--- src/rtl/pj_bus_pkg.sv ---
// Shared encodings for the picoJava-II external bus monitor: field codes,
// monitor state and sticky error-flag bit positions.
package pj_bus_pkg;

  localparam logic [1:0] SIZE_BYTE  = 2'b00;
  localparam logic [1:0] SIZE_HALF  = 2'b01;
  localparam logic [1:0] SIZE_WORD  = 2'b10;
  localparam logic [1:0] SIZE_BURST = 2'b11;

  localparam logic [1:0] ACK_WAIT   = 2'b00;
  localparam logic [1:0] ACK_OK     = 2'b01;
  localparam logic [1:0] ACK_MEMERR = 2'b10;
  localparam logic [1:0] ACK_IOERR  = 2'b11;

  localparam int TYPE_WRITE = 0;
  localparam int TYPE_IFETCH = 1;
  localparam int TYPE_NONCACHE = 2;
  localparam int TYPE_RSVD = 3;

  localparam int ERR_W         = 6;
  localparam int ERR_TV_BUSY   = 0;
  localparam int ERR_ACK_IDLE  = 1;
  localparam int ERR_TIMEOUT   = 2;
  localparam int ERR_RSVD_TYPE = 3;
  localparam int ERR_BURST_WR  = 4;
  localparam int ERR_STANDBY   = 5;

  localparam logic [2:0] BURST_BEATS = 3'd4;

  typedef enum logic [0:0] {
    ST_IDLE = 1'b0,
    ST_BUSY = 1'b1
  } mon_state_e;

  // Both error acknowledge codes have bit 1 set.
  function automatic logic is_err_ack(input logic [1:0] ack);
    return ack[1];
  endfunction

endpackage

--- src/rtl/pj_sat_counter.sv ---
// Saturating up-counter used for the monitor's read/write/error statistics.
module pj_sat_counter #(
  parameter int CNT_W = 16
) (
  input  logic             clk,
  input  logic             reset,
  input  logic             inc_i,
  output logic [CNT_W-1:0] count_o
);

  logic [CNT_W-1:0] count_q;

  always_ff @(posedge clk or posedge reset) begin
    if (reset) begin
      count_q <= '0;
    end else if (inc_i && (count_q != {CNT_W{1'b1}})) begin
      count_q <= count_q + {{(CNT_W-1){1'b0}}, 1'b1};
    end
  end

  assign count_o = count_q;

endmodule

--- src/rtl/pj_bus_monitor.sv ---
// Passive picoJava-II memory bus checker: tracks one outstanding request,
// reports each completion, flags protocol violations and counts traffic.
module pj_bus_monitor
  import pj_bus_pkg::*;
#(
  parameter int TIMEOUT = 256,
  parameter int CNT_W   = 16
) (
  input  logic             clk,
  input  logic             reset,
  input  logic             pj_tv,
  input  logic [3:0]       pj_type,
  input  logic [1:0]       pj_size,
  input  logic [1:0]       pj_ack,
  input  logic [29:0]      pj_address,
  input  logic [31:0]      pj_data_in,
  input  logic [31:0]      pj_data_out,
  input  logic             pj_standby_out,
  output logic             txn_done,
  output logic [29:0]      txn_addr,
  output logic [3:0]       txn_type,
  output logic [1:0]       txn_size,
  output logic [31:0]      txn_data,
  output logic             txn_err,
  output logic [5:0]       err_flags,
  output logic [CNT_W-1:0] rd_count,
  output logic [CNT_W-1:0] wr_count,
  output logic [CNT_W-1:0] errack_count
);

  localparam int WAIT_W = $clog2(TIMEOUT + 1);
  localparam logic [WAIT_W-1:0] WAIT_LAST = WAIT_W'(TIMEOUT - 1);

  mon_state_e       state_q, state_d;
  logic [2:0]       beats_q, beats_d;
  logic [WAIT_W-1:0] wait_q, wait_d;
  logic [ERR_W-1:0] err_q, err_d;

  logic [29:0] addr_q;
  logic [3:0]  type_q;
  logic [1:0]  size_q;
  logic [31:0] wdata_q;
  logic [31:0] rdata_q;

  logic        done_q;
  logic [29:0] taddr_q;
  logic [3:0]  ttype_q;
  logic [1:0]  tsize_q;
  logic [31:0] tdata_q;
  logic        terr_q;

  logic        cap_req, cap_rd;
  logic        complete, cmpl_err, errack_inc;
  logic [31:0] cmpl_data;

  always_ff @(posedge clk or posedge reset) begin
    if (reset) begin
      state_q <= ST_IDLE;
      beats_q <= '0;
      wait_q  <= '0;
      err_q   <= '0;
    end else begin
      state_q <= state_d;
      beats_q <= beats_d;
      wait_q  <= wait_d;
      err_q   <= err_d;
    end
  end

  always_comb begin
    state_d    = state_q;
    beats_d    = beats_q;
    wait_d     = wait_q;
    err_d      = err_q;
    cap_req    = 1'b0;
    cap_rd     = 1'b0;
    complete   = 1'b0;
    cmpl_err   = 1'b0;
    errack_inc = 1'b0;
    cmpl_data  = type_q[TYPE_WRITE] ? wdata_q : rdata_q;

    unique case (state_q)
      ST_IDLE: begin
        if (pj_ack != ACK_WAIT) err_d[ERR_ACK_IDLE] = 1'b1;
        if (pj_tv) begin
          cap_req = 1'b1;
          beats_d = (pj_size == SIZE_BURST) ? BURST_BEATS : 3'd1;
          wait_d  = '0;
          state_d = ST_BUSY;
          if (pj_type[TYPE_RSVD]) err_d[ERR_RSVD_TYPE] = 1'b1;
          if ((pj_size == SIZE_BURST) && pj_type[TYPE_WRITE]) err_d[ERR_BURST_WR] = 1'b1;
        end
      end
      ST_BUSY: begin
        // A request here, even alongside the final ack, is dropped.
        if (pj_tv) err_d[ERR_TV_BUSY] = 1'b1;
        if (pj_standby_out) err_d[ERR_STANDBY] = 1'b1;
        if (pj_ack == ACK_OK) begin
          if (!type_q[TYPE_WRITE]) begin
            cap_rd    = 1'b1;
            cmpl_data = pj_data_in;
          end
          beats_d = beats_q - 3'd1;
          if (beats_q == 3'd1) complete = 1'b1;
        end else if (is_err_ack(pj_ack)) begin
          complete   = 1'b1;
          cmpl_err   = 1'b1;
          errack_inc = 1'b1;
        end
        if (!complete) begin
          if (wait_q == WAIT_LAST) begin
            complete           = 1'b1;
            cmpl_err           = 1'b1;
            err_d[ERR_TIMEOUT] = 1'b1;
          end else begin
            wait_d = wait_q + WAIT_W'(1);
          end
        end
        if (complete) state_d = ST_IDLE;
      end
      default: state_d = ST_IDLE;
    endcase
  end

  // Request and read-beat capture; contents only matter while BUSY.
  always_ff @(posedge clk) begin
    if (cap_req) begin
      addr_q  <= pj_address;
      type_q  <= pj_type;
      size_q  <= pj_size;
      wdata_q <= pj_data_out;
      rdata_q <= '0;
    end else if (cap_rd) begin
      rdata_q <= pj_data_in;
    end
  end

  always_ff @(posedge clk or posedge reset) begin
    if (reset) begin
      done_q  <= 1'b0;
      taddr_q <= '0;
      ttype_q <= '0;
      tsize_q <= '0;
      tdata_q <= '0;
      terr_q  <= 1'b0;
    end else begin
      done_q <= complete;
      if (complete) begin
        taddr_q <= addr_q;
        ttype_q <= type_q;
        tsize_q <= size_q;
        tdata_q <= cmpl_data;
        terr_q  <= cmpl_err;
      end
    end
  end

  pj_sat_counter #(.CNT_W(CNT_W)) u_rd_cnt (
    .clk     (clk),
    .reset   (reset),
    .inc_i   (complete && !type_q[TYPE_WRITE]),
    .count_o (rd_count)
  );

  pj_sat_counter #(.CNT_W(CNT_W)) u_wr_cnt (
    .clk     (clk),
    .reset   (reset),
    .inc_i   (complete && type_q[TYPE_WRITE]),
    .count_o (wr_count)
  );

  pj_sat_counter #(.CNT_W(CNT_W)) u_errack_cnt (
    .clk     (clk),
    .reset   (reset),
    .inc_i   (errack_inc),
    .count_o (errack_count)
  );

  assign txn_done  = done_q;
  assign txn_addr  = taddr_q;
  assign txn_type  = ttype_q;
  assign txn_size  = tsize_q;
  assign txn_data  = tdata_q;
  assign txn_err   = terr_q;
  assign err_flags = err_q;

endmodule

--- config.mk ---
export PLATFORM = sky130hd
export DESIGN_NAME = pj_bus_monitor
export DESIGN_NICKNAME = d
export VERILOG_FILES = /design/src/rtl/pj_bus_pkg.sv /design/src/rtl/pj_sat_counter.sv /design/src/rtl/pj_bus_monitor.sv
export SDC_FILE = /design/constraint.sdc
export NUM_CORES = 1
export LEC_CHECK = 0
export BUFFER_PORTS_ARGS = -buffer_cell sky130_fd_sc_hd__clkbuf_2
export CAP_MARGIN = 20
export CORE_UTILIZATION = 49
export DETAILED_ROUTE_END_ITERATION = 7
export PLACE_DENSITY_LB_ADDON = 0.2
export RECOVER_POWER = 25
export SLEW_MARGIN = 30
export SYNTH_ARGS = -nofsm -noshare
export SYNTH_HDL_FRONTEND = slang
export SYNTH_HIERARCHICAL = 1
export SYNTH_SLANG_ARGS = --single-unit
--- constraint.sdc ---
create_clock -name clk -period 3.2 [get_ports clk]
set_input_delay 0.64 -clock clk [delete_from_list [all_inputs] [get_ports clk]]
set_output_delay 0.64 -clock clk [all_outputs]
set_load 0.005 [all_outputs]
**Word-level counts from Yosys, hierarchy flattened**

Index checks and enable logic that the tools add are counted.

- Add/subtract/negate cells: 5
- Eq/ne operators: 11
- Muxes and demuxes: 32
- Bitwise operators: 2
- Reductions and logical operators: 16

Operator list:

| kind | number |
|---|---|
| $mux W32 | 4 |
| $add A16 B1 Y16 const B | 3 |
| $ne A16 B16 Y1 const B | 3 |
| $mux W9 | 3 |
| $mux W1 | 19 |
| $pmux W9 S2 | 1 |
| $reduce_and A3 Y1 | 4 |
| $add A9 B1 Y9 const B | 1 |
| $eq A9 B8 Y1 const B | 1 |
| $mux W3 | 3 |
| $reduce_and A2 Y1 | 4 |
| $logic_and A1 B1 Y1 | 6 |
| $ne A2 B2 Y1 const B | 3 |
| $pmux W3 S2 | 1 |
| $eq A3 B1 Y1 const B | 1 |
| $sub A3 B1 Y3 const B | 1 |
| $eq A2 B1 Y1 const B | 1 |
| $eq A2 B2 Y1 const B | 1 |
| $ne A2 B1 Y1 const B | 1 |
| $not A1 Y1 | 2 |
| $pmux W1 S2 | 1 |
| $reduce_bool A2 Y1 | 1 |
| $logic_not A1 Y1 | 1 |

- Register bits: 237
- Bits of input ports: 106
- Output and inout port bits: 124
- Word-level logic and storage cells: 89

**Depth between registers and ports, before layout**

Gate-level depths: netlist (run 1).

- Depth in word-level cells: 9
- Depth in mapped cells: 15
- Gate-level depth less buffers: 12

**Cells and area by module**

The synthesis (run 1) kept the hierarchy.

Modules (own cells, without submodules):

| module | times used | cells an instance | area an instance (um^2) | sequential area each (um^2) |
|---|---|---|---|---|
| pj_bus_monitor | 1 | 601 | 7524.7 | 4909.7 |
| pj_sat_counter | 3 | 71 | 805.8 | 400.4 |

**Worst setup path after synthesis (run 1)**

OpenSTA, ideal clock, no wires.

- Path kind: register to register
- From: reg state_q
- To: reg addr_q[0], enable pin
- Setup time: 0.459 ns
- Arrival: 2.922 ns
- Required time: 2.741 ns
- Setup slack: -0.181 ns
- Cell stages (with the launch flop): 5
- Buffers on the path: 2
- Period minus slack after synthesis: 3.381 ns
- Path through: dfrtp_1 > buf_2 > nand2b_1 > clkinv_1 > buf_1

- Word-level cells in the longest chain between the ends: 1

RTL lines:

| item | RTL line | RTL |
|---|---|---|
| from (decl) | pj_bus_monitor.sv:34 | `mon_state_e state_q, state_d;` |
| from (signal assigned) | pj_bus_monitor.sv:63 | `state_q <= state_d;` |
| $mux W1 | pj_bus_monitor.sv:82 | `unique case (state_q)` |
| via cap_req | pj_bus_monitor.sv:52 | `logic cap_req, cap_rd;` |
| to (signal assigned) | pj_bus_monitor.sv:128 | `addr_q <= pj_address;` |
| to (decl) | pj_bus_monitor.sv:39 | `logic [29:0] addr_q;` |

The timed path passes the listed nets, and every way through them passes these cells.
A chain may end at the register's enable or synchronous reset.

**Worst setup path in the final report (run 1)**

- From: reg wait_q[0]
- To: reg u_wr_cnt.count_q[14], in the netlist u_wr_cnt/count_o[14]

- Word-level cells in the longest chain between the ends: 7

RTL lines:

| item | RTL line | RTL |
|---|---|---|
| from (decl) | pj_bus_monitor.sv:36 | `logic [WAIT_W-1:0] wait_q, wait_d;` |
| from (signal assigned) | pj_bus_monitor.sv:65 | `wait_q <= wait_d;` |
| $eq A9 B8 Y1 | pj_bus_monitor.sv:111 | `if (wait_q == WAIT_LAST) begin` |
| $mux W1 | pj_bus_monitor.sv:111 |  |
| $mux W1 | pj_bus_monitor.sv:110 | `if (!complete) begin` |
| $mux W1 (2 in a row) | pj_bus_monitor.sv:82 |  |
| $logic_and A1 B1 Y1 | pj_bus_monitor.sv:168 | `.inc_i (complete && type_q[TYPE_WRITE]),` |
| $logic_and A1 B1 Y1 | pj_sat_counter.sv:16 | `end else if (inc_i && (count_q != {CNT_W{1'b1}})) begin` |
| to (signal assigned) | pj_sat_counter.sv:17 | `count_q <= count_q + {{(CNT_W-1){1'b0}}, 1'b1};` |
| to (decl) | pj_sat_counter.sv:11 | `logic [CNT_W-1:0] count_q;` |

Every way passes these cells. The select of a mux whose other input is x is not followed.

==> impl_metrics.json, run 1 <==
{
  "cts_buffers": 25,
  "r2r-start": "wait_q[0]",
  "synth.area.top_cells": "dfrtp_1, edfxtp_1, dfxtp_1",
  "cts.sinks": 237,
  "clk_latency_ns": 0.51,
  "place.gp.congestion": 0.864,
  "clk_path_buf_depth": 3,
  "critPathTopFamily": "simple AND/OR/NAND/NOR gates",
  "worstPathArrival_ns": 3.18,
  "synth_most_common_cell": "dfrtp_1",
  "fillCellCount": 1651,
  "critPathMaxStageDelay_ns": 0.38,
  "synth_edf_count": 68,
  "initialDrtViolationCount": 394,
  "rsz0062_at_grt": "false",
  "start_util_pct": 50.6,
  "worstSetupPathType": "reg -> reg",
  "grt_pass1_wl_mm": 37.1,
  "slew_headroom_pct": -22.1,
  "crit_chain": "ha_1 -> nand2_1 -> nor3_1 -> ha_1 -> o21ai_4 -> and2_1 -> inv_2 -> and2_1 -> and4_1 -> nand3_1 -> nor2_1 -> mux2_2",
  "fmax_ghz": 0.358,
  "via_count": 7235,
  "die-area_sq_um": 20900,
  "routed_wl_mm": 23.7,
  "die_x_um": 144,
  "fin_tns_setup_ns": 0,
  "cts_setup_buffers": 0,
  "syn-num-nets": 927,
  "ys_seq_area_share_pct": 61.5,
  "drv_cap": 1,
  "placed_area_sq_um": 11400,
  "hpwl_mm": 15.8,
  "synth_fa_ha_area_share_pct": 0.881,
  "drc": 0,
  "avgRoutedWirePerCell_um": 17.9,
  "grt_pass1_vias": 7008,
  "die_h_um": 144,
  "netlist_instances": 814,
  "synth_top_family_by_area": "simple AND/OR/NAND/NOR gates",
  "syn_avg_cell_area_sq_um": 12.2,
  "synth-seq-cells": 237,
  "final_area_sq_um": 12200,
  "slew_viol_final": 38,
  "ir_drop_mv": 0.397,
  "leakage_uw": 0.00538,
  "diodes": 0,
  "start_kind": "flop",
  "r2r_end": "u_wr_cnt/count_o[14]",
  "worstSetupStartpoint": "wait_q[0]",
  "hp-start": "pj_address[17]",
  "hold_path_depth": 1,
  "post_synth_instance_area_sq_um": 9940,
  "holdPathEnd": "addr_q[17]",
  "crit_slowest_cell": "dfrtp_1",
  "seq_area_sq_um": 6110,
  "synthArstFlopShare_pct": 57.8,
  "hold_violations": 0,
  "critical_path_peak_fanout": 6,
  "rows": 51,
  "yosys-top-cells-count": "dfrtp_1, nand2_1, edfxtp_1",
  "r2r.worst_path.cells": 12,
  "cts_resized": 0,
  "worstPathRequired_ns": 3.59,
  "antenna_found_initial": 0,
  "finalSetupViolCount": 0,
  "core_area_sq_um": 19700,
  "boundaryPins": 230,
  "synth_top_area_share_pct": 34.5,
  "outcome": "finished, violations left",
  "synth-compound-area-share_pct": 8.66,
  "p_per_area_nw_per_um2": 768,
  "violations": "max-capacitance violations, max-slew violations",
  "areaGrowthSynthToFinish_pct": 22.4,
  "worst_pin_slew_ns": 1.82,
  "endpoint_kind": "flop",
  "clk_pin_slew_ns": 0.06,
  "synth_warnings": 6,
  "synth.distinct_cells": 57,
  "multi_input_area_sq_um": 3600,
  "grt_usage_pct": 22.9,
  "synth_xor_area_share_pct": 3.08,
  "ctsHtreeMaxLevel": 1,
  "io_buffer_count": 229,
  "final_net_count": 1153,
  "drive_above_1_share_pct": 32.2,
  "synth_ff_type": "dfrtp_1",
  "grt_overflow": 0,
  "drt_pass1_iterations": 5,
  "fin_crit_sh_pct": 87.2,
  "period_needed_ns": 2.79,
  "cts_hold_buf": 0,
  "fin_skew_ns": 0.0109,
  "ant_nets": 0,
  "synthSimpleGateAreaFrac_pct": 17.8,
  "rrSetupSlack_ns": 0.41,
  "vias_per_cell": 5.47,
  "cts_root_buffer": "clkbuf_16",
  "muxShareOfSynthArea_pct": 5.56,
  "fin_util_pct": 61.9,
  "grt_max_degree": 59,
  "min_path_type": "in -> reg",
  "critPathBufInv": 1,
  "synth.largest_area_cell": "dfrtp_1",
  "cts_tree": "done"
}
## worst max-delay path by stage
stage                                      end  slack (ns)  cells after the start
after global routing      u_wr_cnt/count_o[14]        0.23                     12
after floorplan                      addr_q[0]        0.04                      4
final                     u_wr_cnt/count_o[14]        0.41                     12
after detailed placement  u_wr_cnt/count_o[14]        0.40                     12
after global placement    u_wr_cnt/count_o[14]        0.49                     12
after CTS                 u_wr_cnt/count_o[14]        0.40                     12
## cell families (layout without fill, tap and decap cells)
logic type,count (synthesis),count (layout)
compound gates,129,129
xor+xnor,35,35
mux,50,50
buf+inv,58,302
simple gates,298,298
flops,237,237
fa+ha+maj,7,7
## layer usage
layer	wire, um	track usage (%)	vias up
li1	-	-	3418
met1	10300	30.5	3561
met2	11300	38.0	200
met3	1310	3.61	56
met4	718	7.81	0
met5	0	0	-
## report_power, final
part           total [uW]  internal (uW)  switching (uW)
logic                2220           1060            1150
registers            4330           3850             477
clock network        2800           1670            1130
## state kept, by name, indices dropped and copies added (netlist names), 2 cells and up
signal / count
rdata_q: 32
wdata_q: 32
size_q: 2
type_q: 4
u_errack_cnt/count_o: 16
wait_q: 9
u_rd_cnt/count_o: 16
u_wr_cnt/count_o: 16
txn_type: 4
addr_q: 30
beats_q: 3
txn_data: 32
txn_size: 2
txn_addr: 30
err_flags: 6
## final cells by class
type / instances / area share [%]
repair buffers: 246 / 10.6
flip-flops and latches: 237 / 50.2
clock inverters: 8 / 0.740
inverters: 11 / 0.370
well taps: 265 / 2.72
multi-input cells: 519 / 29.6
clock buffers: 37 / 5.76
## metrics by stage
step           instances  hold WS [ns]  power, uW  setup WS [ns]
2_1_floorplan        814         0.436       5590         0.0437
3_3_place_gp        1278         0.442       6560          0.487
3_5_place_dp        1278         0.447       6640          0.403
4_1_cts             1323         0.265       9460          0.398
5_1_grt             1323         0.282       9900          0.230
6_report            1323         0.298       9350          0.408
## worst reg2reg max path, delay by kind of cell, from the launching register on
family                     cells  cell delay [ns]
DFF                            1             0.38
muxes                          1             0.33
buffers and inverters          1             0.07
AOI/OAI and AO/OA              1             0.07
and+or+nand+nor                7             1.30
adders and majority gates      2             0.53
## cells in the final DEF, fill, tap and decap left out, drive strengths merged, types with 7 or more instances in the layout
cell      n
inv       9
a21oi    39
edfxtp   68
dfxtp    32
nand4    22
nor2b    23
ha        7
and3b    25
nand2    93
clkbuf  266
and4     12
buf      17
o22ai     9
nor3     10
mux2     42
dfrtp   137
nor2     12
o31ai    34
xnor2    35
nand3    59
and3     15
mux2i     8
a211oi   23
Power figures use the tool's default switching activity.
==> inputs of run 2 (changes only) <==
--- a/config.mk
+++ b/config.mk
@@ -10,9 +10,10 @@
 export CORE_UTILIZATION = 49
 export DETAILED_ROUTE_END_ITERATION = 7
 export PLACE_DENSITY_LB_ADDON = 0.2
-export RECOVER_POWER = 25
+export RECOVER_POWER = 50
 export SLEW_MARGIN = 30
 export SYNTH_ARGS = -nofsm -noshare
 export SYNTH_HDL_FRONTEND = slang
 export SYNTH_HIERARCHICAL = 1
 export SYNTH_SLANG_ARGS = --single-unit
+export TNS_END_PERCENT = 5
==> run 2 against run 1 <==
Compared with the run above:
- the flow still finishes with violations (max-capacitance violations, max-slew violations)
- highest routed layer unchanged
- utilization decreased by 0.38 points
- first-iteration DRC count decreased by 14%
- setup slack improved by 0.00056 ns
- largest cell class unchanged
- largest power group unchanged
==> impl_metrics.json, run 2 (same netlist as run 1, synthesis figures left out) <==
{
  "hold_violations": 0,
  "fmax_ghz": 0.358,
  "endpoint": "u_wr_cnt/count_o[14]",
  "drc": 0,
  "grt_usage_pct": 22.9,
  "worstSetupPathType": "reg -> reg",
  "areaGrowthSynthToFinish_pct": 21.7,
  "initialDrtViolationCount": 340,
  "ctsHtreeMaxLevel": 1,
  "rows": 51,
  "cts_root_buffer": "clkbuf_16",
  "cts_resized": 0,
  "place_ws_ns": 0.403,
  "cts_hold_buf": 0,
  "die-area_sq_um": 20900,
  "cts_tree": "done",
  "worstSetupStartpoint": "wait_q[0]",
  "r2r_end": "u_wr_cnt/count_o[14]",
  "routed_wl_mm": 23.7,
  "final_net_count": 1153,
  "antenna_found_initial": 0,
  "grt_overflow": 0,
  "r2r.worst_path.cells": 12,
  "min_path_type": "in -> reg",
  "r2r-start": "wait_q[0]",
  "ir_drop_mv": 0.387,
  "hold_path_depth": 1,
  "period_needed_ns": 2.79,
  "hold_ws_ns": 0.299,
  "boundaryPins": 230,
  "endpoint_kind": "flop",
  "drt_pass1_iterations": 5,
  "rsz0062_at_grt": "false",
  "rrSetupSlack_ns": 0.41,
  "slew_viol_final": 38,
  "outcome": "finished, violations left",
  "drive_above_1_share_pct": 27.8,
  "fin_crit_sh_pct": 87.2,
  "core_area_sq_um": 19700,
  "fin_tns_setup_ns": 0,
  "vias_per_cell": 5.48,
  "grt_max_degree": 59,
  "place.gp.congestion": 0.864,
  "io_buffer_count": 229,
  "ant_nets": 0,
  "cts_setup_buffers": 0,
  "fin_skew_ns": 0.00923,
  "grt_pass1_wl_mm": 37.1,
  "worstPathArrival_ns": 3.18,
  "start_kind": "flop",
  "clk_pin_slew_ns": 0.06,
  "worst_pin_slew_ns": 1.81,
  "critical_path_peak_fanout": 6,
  "leakage_uw": 0.00522,
  "fillCellCount": 1667,
  "violations": "max-capacitance violations, max-slew violations",
  "worstPathRequired_ns": 3.59,
  "die_x_um": 144,
  "finalSetupViolCount": 0,
  "slew_headroom_pct": -21.3,
  "clk_path_buf_depth": 3,
  "die_h_um": 144,
  "cts.sinks": 237,
  "start_util_pct": 50.6,
  "clk_latency_ns": 0.51,
  "layout_setup_ws_ns": 0.409,
  "via_count": 7248,
  "avgRoutedWirePerCell_um": 17.9,
  "layout_commonest_cell": "clkbuf_2",
  "p_per_area_nw_per_um2": 767,
  "hpwl_mm": 15.8,
  "drv_cap": 1,
  "final_cell_mix": "clkbuf_2, dfrtp_1, nand2_1",
  "grt_pass1_vias": 7008,
  "diodes": 0,
  "cts_buffers": 25
}
[run 2: cell counts in the layout (fill, tap and decap cells not counted)]
No cell type changed its count.
[run 2: stage by stage]
stage / std cells / area (sq um) / utilization, % / total power (uW)
detailed placement: 1278 / 11400 / 58.0 / 6640
global placement: 1278 / 11400 / 58.0 / 6560
finish: 1323 / 12100 / 61.5 / 9280
global route: 1323 / 12100 / 61.5 / 9820
CTS: 1323 / 12200 / 62.0 / 9460
floorplan: 814 / 9950 / - / 5590
[run 2: where the power goes]
| part | leakage (uW) | total [uW] | switching (uW) | internal [uW] |
|---|---|---|---|---|
| Sequential | 0.00262 | 4330 | 473 | 3850 |
| Clock | 0.000384 | 2800 | 1130 | 1670 |
| Combinational | 0.00222 | 2150 | 1160 | 995 |
[run 2: critical path, stage by stage (launching register included)]
cell and delay [ns]:
dfrtp_1 0.38, ha_1 0.23, nand2_1 0.09, nor3_1 0.20, ha_1 0.30, o21ai_4 0.07
and2_1 0.22, inv_2 0.07, and2_1 0.24, and4_1 0.29, nand3_1 0.13, nor2_1 0.14
mux2_2 0.33
[run 2: worst min-delay path by stage]
| stage | from | end |
|---|---|---|
| 4_1_cts | reset | txn_type[1] |
| 3_5_place_dp | rdata_q[30] | rdata_q[30] |
| 3_3_place_gp | rdata_q[2] | rdata_q[2] |
| 6_report | pj_address[17] | addr_q[17] |
| 5_1_grt | pj_address[17] | addr_q[17] |
| 2_1_floorplan | rdata_q[22] | rdata_q[22] |
[run 2: area by class of cell]
| cell class | instances | area, sq um | area share (%) |
|---|---|---|---|
| sequential | 237 | 6110 | 50.5 |
| multi-input combinational | 519 | 3590 | 29.7 |
| timing repair buffer | 246 | 1230 | 10.2 |
| clock buffer | 37 | 701 | 5.79 |
| tap | 265 | 332 | 2.74 |
| clock inverter | 8 | 90.1 | 0.745 |
| inverter | 11 | 45.0 | 0.372 |
[run 2: layer usage]
| metal | global-route usage [%] | wire (um) | up-vias | share of wire, % |
|---|---|---|---|---|
| met4 | 7.81 | 720 | 0 | 3.0 |
| met2 | 38.0 | 11400 | 216 | 48 |
| met1 | 30.5 | 10300 | 3554 | 43 |
| met5 | 0 | 0 | - | 0 |
| li1 | - | - | 3422 | - |
| met3 | 3.61 | 1330 | 56 | 5.6 |
==> inputs of run 3 (changes only) <==
--- a/config.mk
+++ b/config.mk
@@ -6,8 +6,8 @@
 export NUM_CORES = 1
 export LEC_CHECK = 0
 export BUFFER_PORTS_ARGS = -buffer_cell sky130_fd_sc_hd__clkbuf_2
-export CAP_MARGIN = 20
-export CORE_UTILIZATION = 49
+export CAP_MARGIN = 15
+export CORE_UTILIZATION = 54
 export DETAILED_ROUTE_END_ITERATION = 7
 export PLACE_DENSITY_LB_ADDON = 0.2
 export RECOVER_POWER = 50
==> constraint.sdc (replaced) <==
create_clock -name clk -period 2.9 [get_ports clk]
set_input_delay 0.58 -clock clk [delete_from_list [all_inputs] [get_ports clk]]
set_output_delay 0.58 -clock clk [all_outputs]
set_load 0.005 [all_outputs]
==> run 3 against run 2 <==
Compared with the run above:
- the flow now finishes without violations
- first-iteration DRC count rose by 51%
- critical path depth did not move
- total power is 13% higher
- register-to-register slack got worse by 0.24 ns
- global-route usage increased by 0.80 points
- via count is essentially flat
- die area fell by 9.1%
- sequential cell count unchanged
- combinational power up 9.8%
- largest power group unchanged
- highest routed layer unchanged
==> impl_metrics.json, run 3 (same netlist as run 1, synthesis figures left out) <==
{
  "swShare_pct": 28.9,
  "cts_resized": 0,
  "r2r_end": "u_wr_cnt/count_o[14]",
  "start_util_pct": 55.2,
  "multi_input_area_sq_um": 3610,
  "p_switching_uw": 3040,
  "r2r-start": "wait_q[0]",
  "p_seq_share_pct": 45.2,
  "grt_pass1_vias": 6913,
  "final_net_count": 1155,
  "clock_power_share_pct": 32.4,
  "routed_wl_mm": 22.6,
  "rsz0062_at_grt": "false",
  "initialDrtViolationCount": 515,
  "die-area_sq_um": 19000,
  "cts_root_buffer": "clkbuf_16",
  "hold_violations": 0,
  "die_x_um": 138,
  "min_path_type": "in -> reg",
  "r2r.worst_path.cells": 12,
  "holdPathEnd": "wdata_q[12]",
  "worstSetupPathType": "reg -> reg",
  "grt_pass1_wl_mm": 35.2,
  "layout_commonest_cell": "clkbuf_2",
  "worstPathArrival_ns": 3.11,
  "total_power_uw": 10500,
  "diodes": 0,
  "hp-start": "pj_data_out[12]",
  "rrSetupSlack_ns": 0.17,
  "drv_cap": 0,
  "ir_drop_mv": 0.627,
  "ant_nets": 0,
  "fin_crit_sh_pct": 94.0,
  "antenna_found_initial": 0,
  "stdcell_count": 1290,
  "clk_pin_slew_ns": 0.06,
  "worstPathRequired_ns": 3.29,
  "fmax_ghz": 0.367,
  "ctsHtreeMaxLevel": 1,
  "p_per_area_nw_per_um2": 866,
  "grt_max_degree": 47,
  "core_area_sq_um": 18000,
  "clk_latency_ns": 0.52,
  "cts.sinks": 237,
  "leakage_uw": 0.00527,
  "cts_buffers": 25,
  "top_usage_layer": "met2",
  "hpwl_mm": 15.3,
  "drt_pass1_iterations": 5,
  "comb_power_share_pct": 22.4,
  "place.gp.congestion": 0.870,
  "slew_headroom_pct": 9.44,
  "slew_viol_final": 0,
  "clk_path_buf_depth": 3,
  "finalSetupViolCount": 0,
  "grt_use_met3_pct": 4.27,
  "via_count": 7242,
  "cts_tree": "done",
  "grt_overflow": 0,
  "seq_area_sq_um": 6110,
  "drc": 0,
  "start_kind": "flop",
  "use_met2_pct": 39.4,
  "avgRoutedWirePerCell_um": 17.5,
  "worst_pin_slew_ns": 1.35,
  "hold_path_depth": 1,
  "vias_per_cell": 5.61,
  "final_cell_mix": "clkbuf_2, dfrtp_1, nand2_1",
  "boundaryPins": 230,
  "dp_cells": 1244,
  "outcome": "finished clean",
  "grt_use_met1_pct": 30.9,
  "rows": 49,
  "die_h_um": 138,
  "critical_path_peak_fanout": 4,
  "fin_skew_ns": 0.0189,
  "areaGrowthSynthToFinish_pct": 22.3,
  "internal-power_uw": 7480,
  "drive_above_1_share_pct": 27.5,
  "io_buffer_count": 229,
  "grt_usage_pct": 23.7,
  "fillCellCount": 1436,
  "period_needed_ns": 2.73,
  "cts_hold_buf": 0,
  "cts_setup_buffers": 0,
  "endpoint_kind": "flop"
}
-- run 3: cell count changes in the layout (fill, tap and decap cells not counted), moves of 2 or more --
cell	delta
and2_1	-2
bufinv_16	+3
clkbuf_1	+10
clkbuf_2	-10
clkinv_1	-2
clkinv_2	+3
-- run 3: through the flow --
stage               hold slack, ns  setup TNS, ns  setup slack (ns)  util [%]  instance area, sq um
global placement             0.439              0             0.255      63.1                 11400
global route                 0.213              0            0.0176      67.4                 12200
detailed placement           0.447              0             0.170      63.1                 11400
floorplan                    0.436        -0.0104           -0.0104         -                  9950
CTS                          0.128              0             0.153      68.0                 12300
finish                       0.236              0             0.174      67.4                 12200
-- run 3: power by group through the flow --
| stage | sequential (uW) | clock (uW) | combinational [uW] |
|---|---|---|---|
| global placement | 4800 | 0 | 2410 |
| floorplan | 4780 | 0 | 1380 |
| CTS | 4770 | 3480 | 2480 |
| finish | 4760 | 3410 | 2360 |
| global route | 4880 | 3600 | 2620 |
| detailed placement | 4830 | 0 | 2460 |
-- run 3: metal layers --
layer  wire, um  vias to the layer above
met5          0                        -
met4        690                        0
met3       1470                       45
met2      11000                      226
met1       9490                     3536
li1           -                     3435
-- run 3: how the worst max path moves through the flow --
stage | startpoint | cells after the start | to
finish | wait_q[0] | 12 | u_wr_cnt/count_o[14]
global route | wait_q[0] | 12 | u_wr_cnt/count_o[14]
CTS | wait_q[0] | 12 | u_wr_cnt/count_o[14]
detailed placement | wait_q[0] | 12 | u_wr_cnt/count_o[14]
global placement | wait_q[0] | 12 | u_wr_cnt/count_o[14]
floorplan | wait_q[0] | 15 | u_wr_cnt/count_o[14]
-- run 3: layout make-up --
class | instances | area share [%]
Sequential cell | 237 | 50.3
Tap cell | 229 | 2.36
Clock inverter | 12 | 1.55
Timing Repair Buffer | 248 | 10.0
Clock buffer | 34 | 5.75
Inverter | 11 | 0.371
Multi-Input combinational cell | 519 | 29.7
-- run 3: worst max-delay path: stages, from the launching register on --
cell and delay [ns]:
dfrtp_1 0.38, ha_1 0.23, nand2_1 0.09, nor3_1 0.20, ha_1 0.30, o21ai_4 0.07
and2_2 0.24, inv_2 0.06, and2_1 0.16, and4_1 0.27, nand3_1 0.14, nor2_1 0.13
mux2_2 0.33
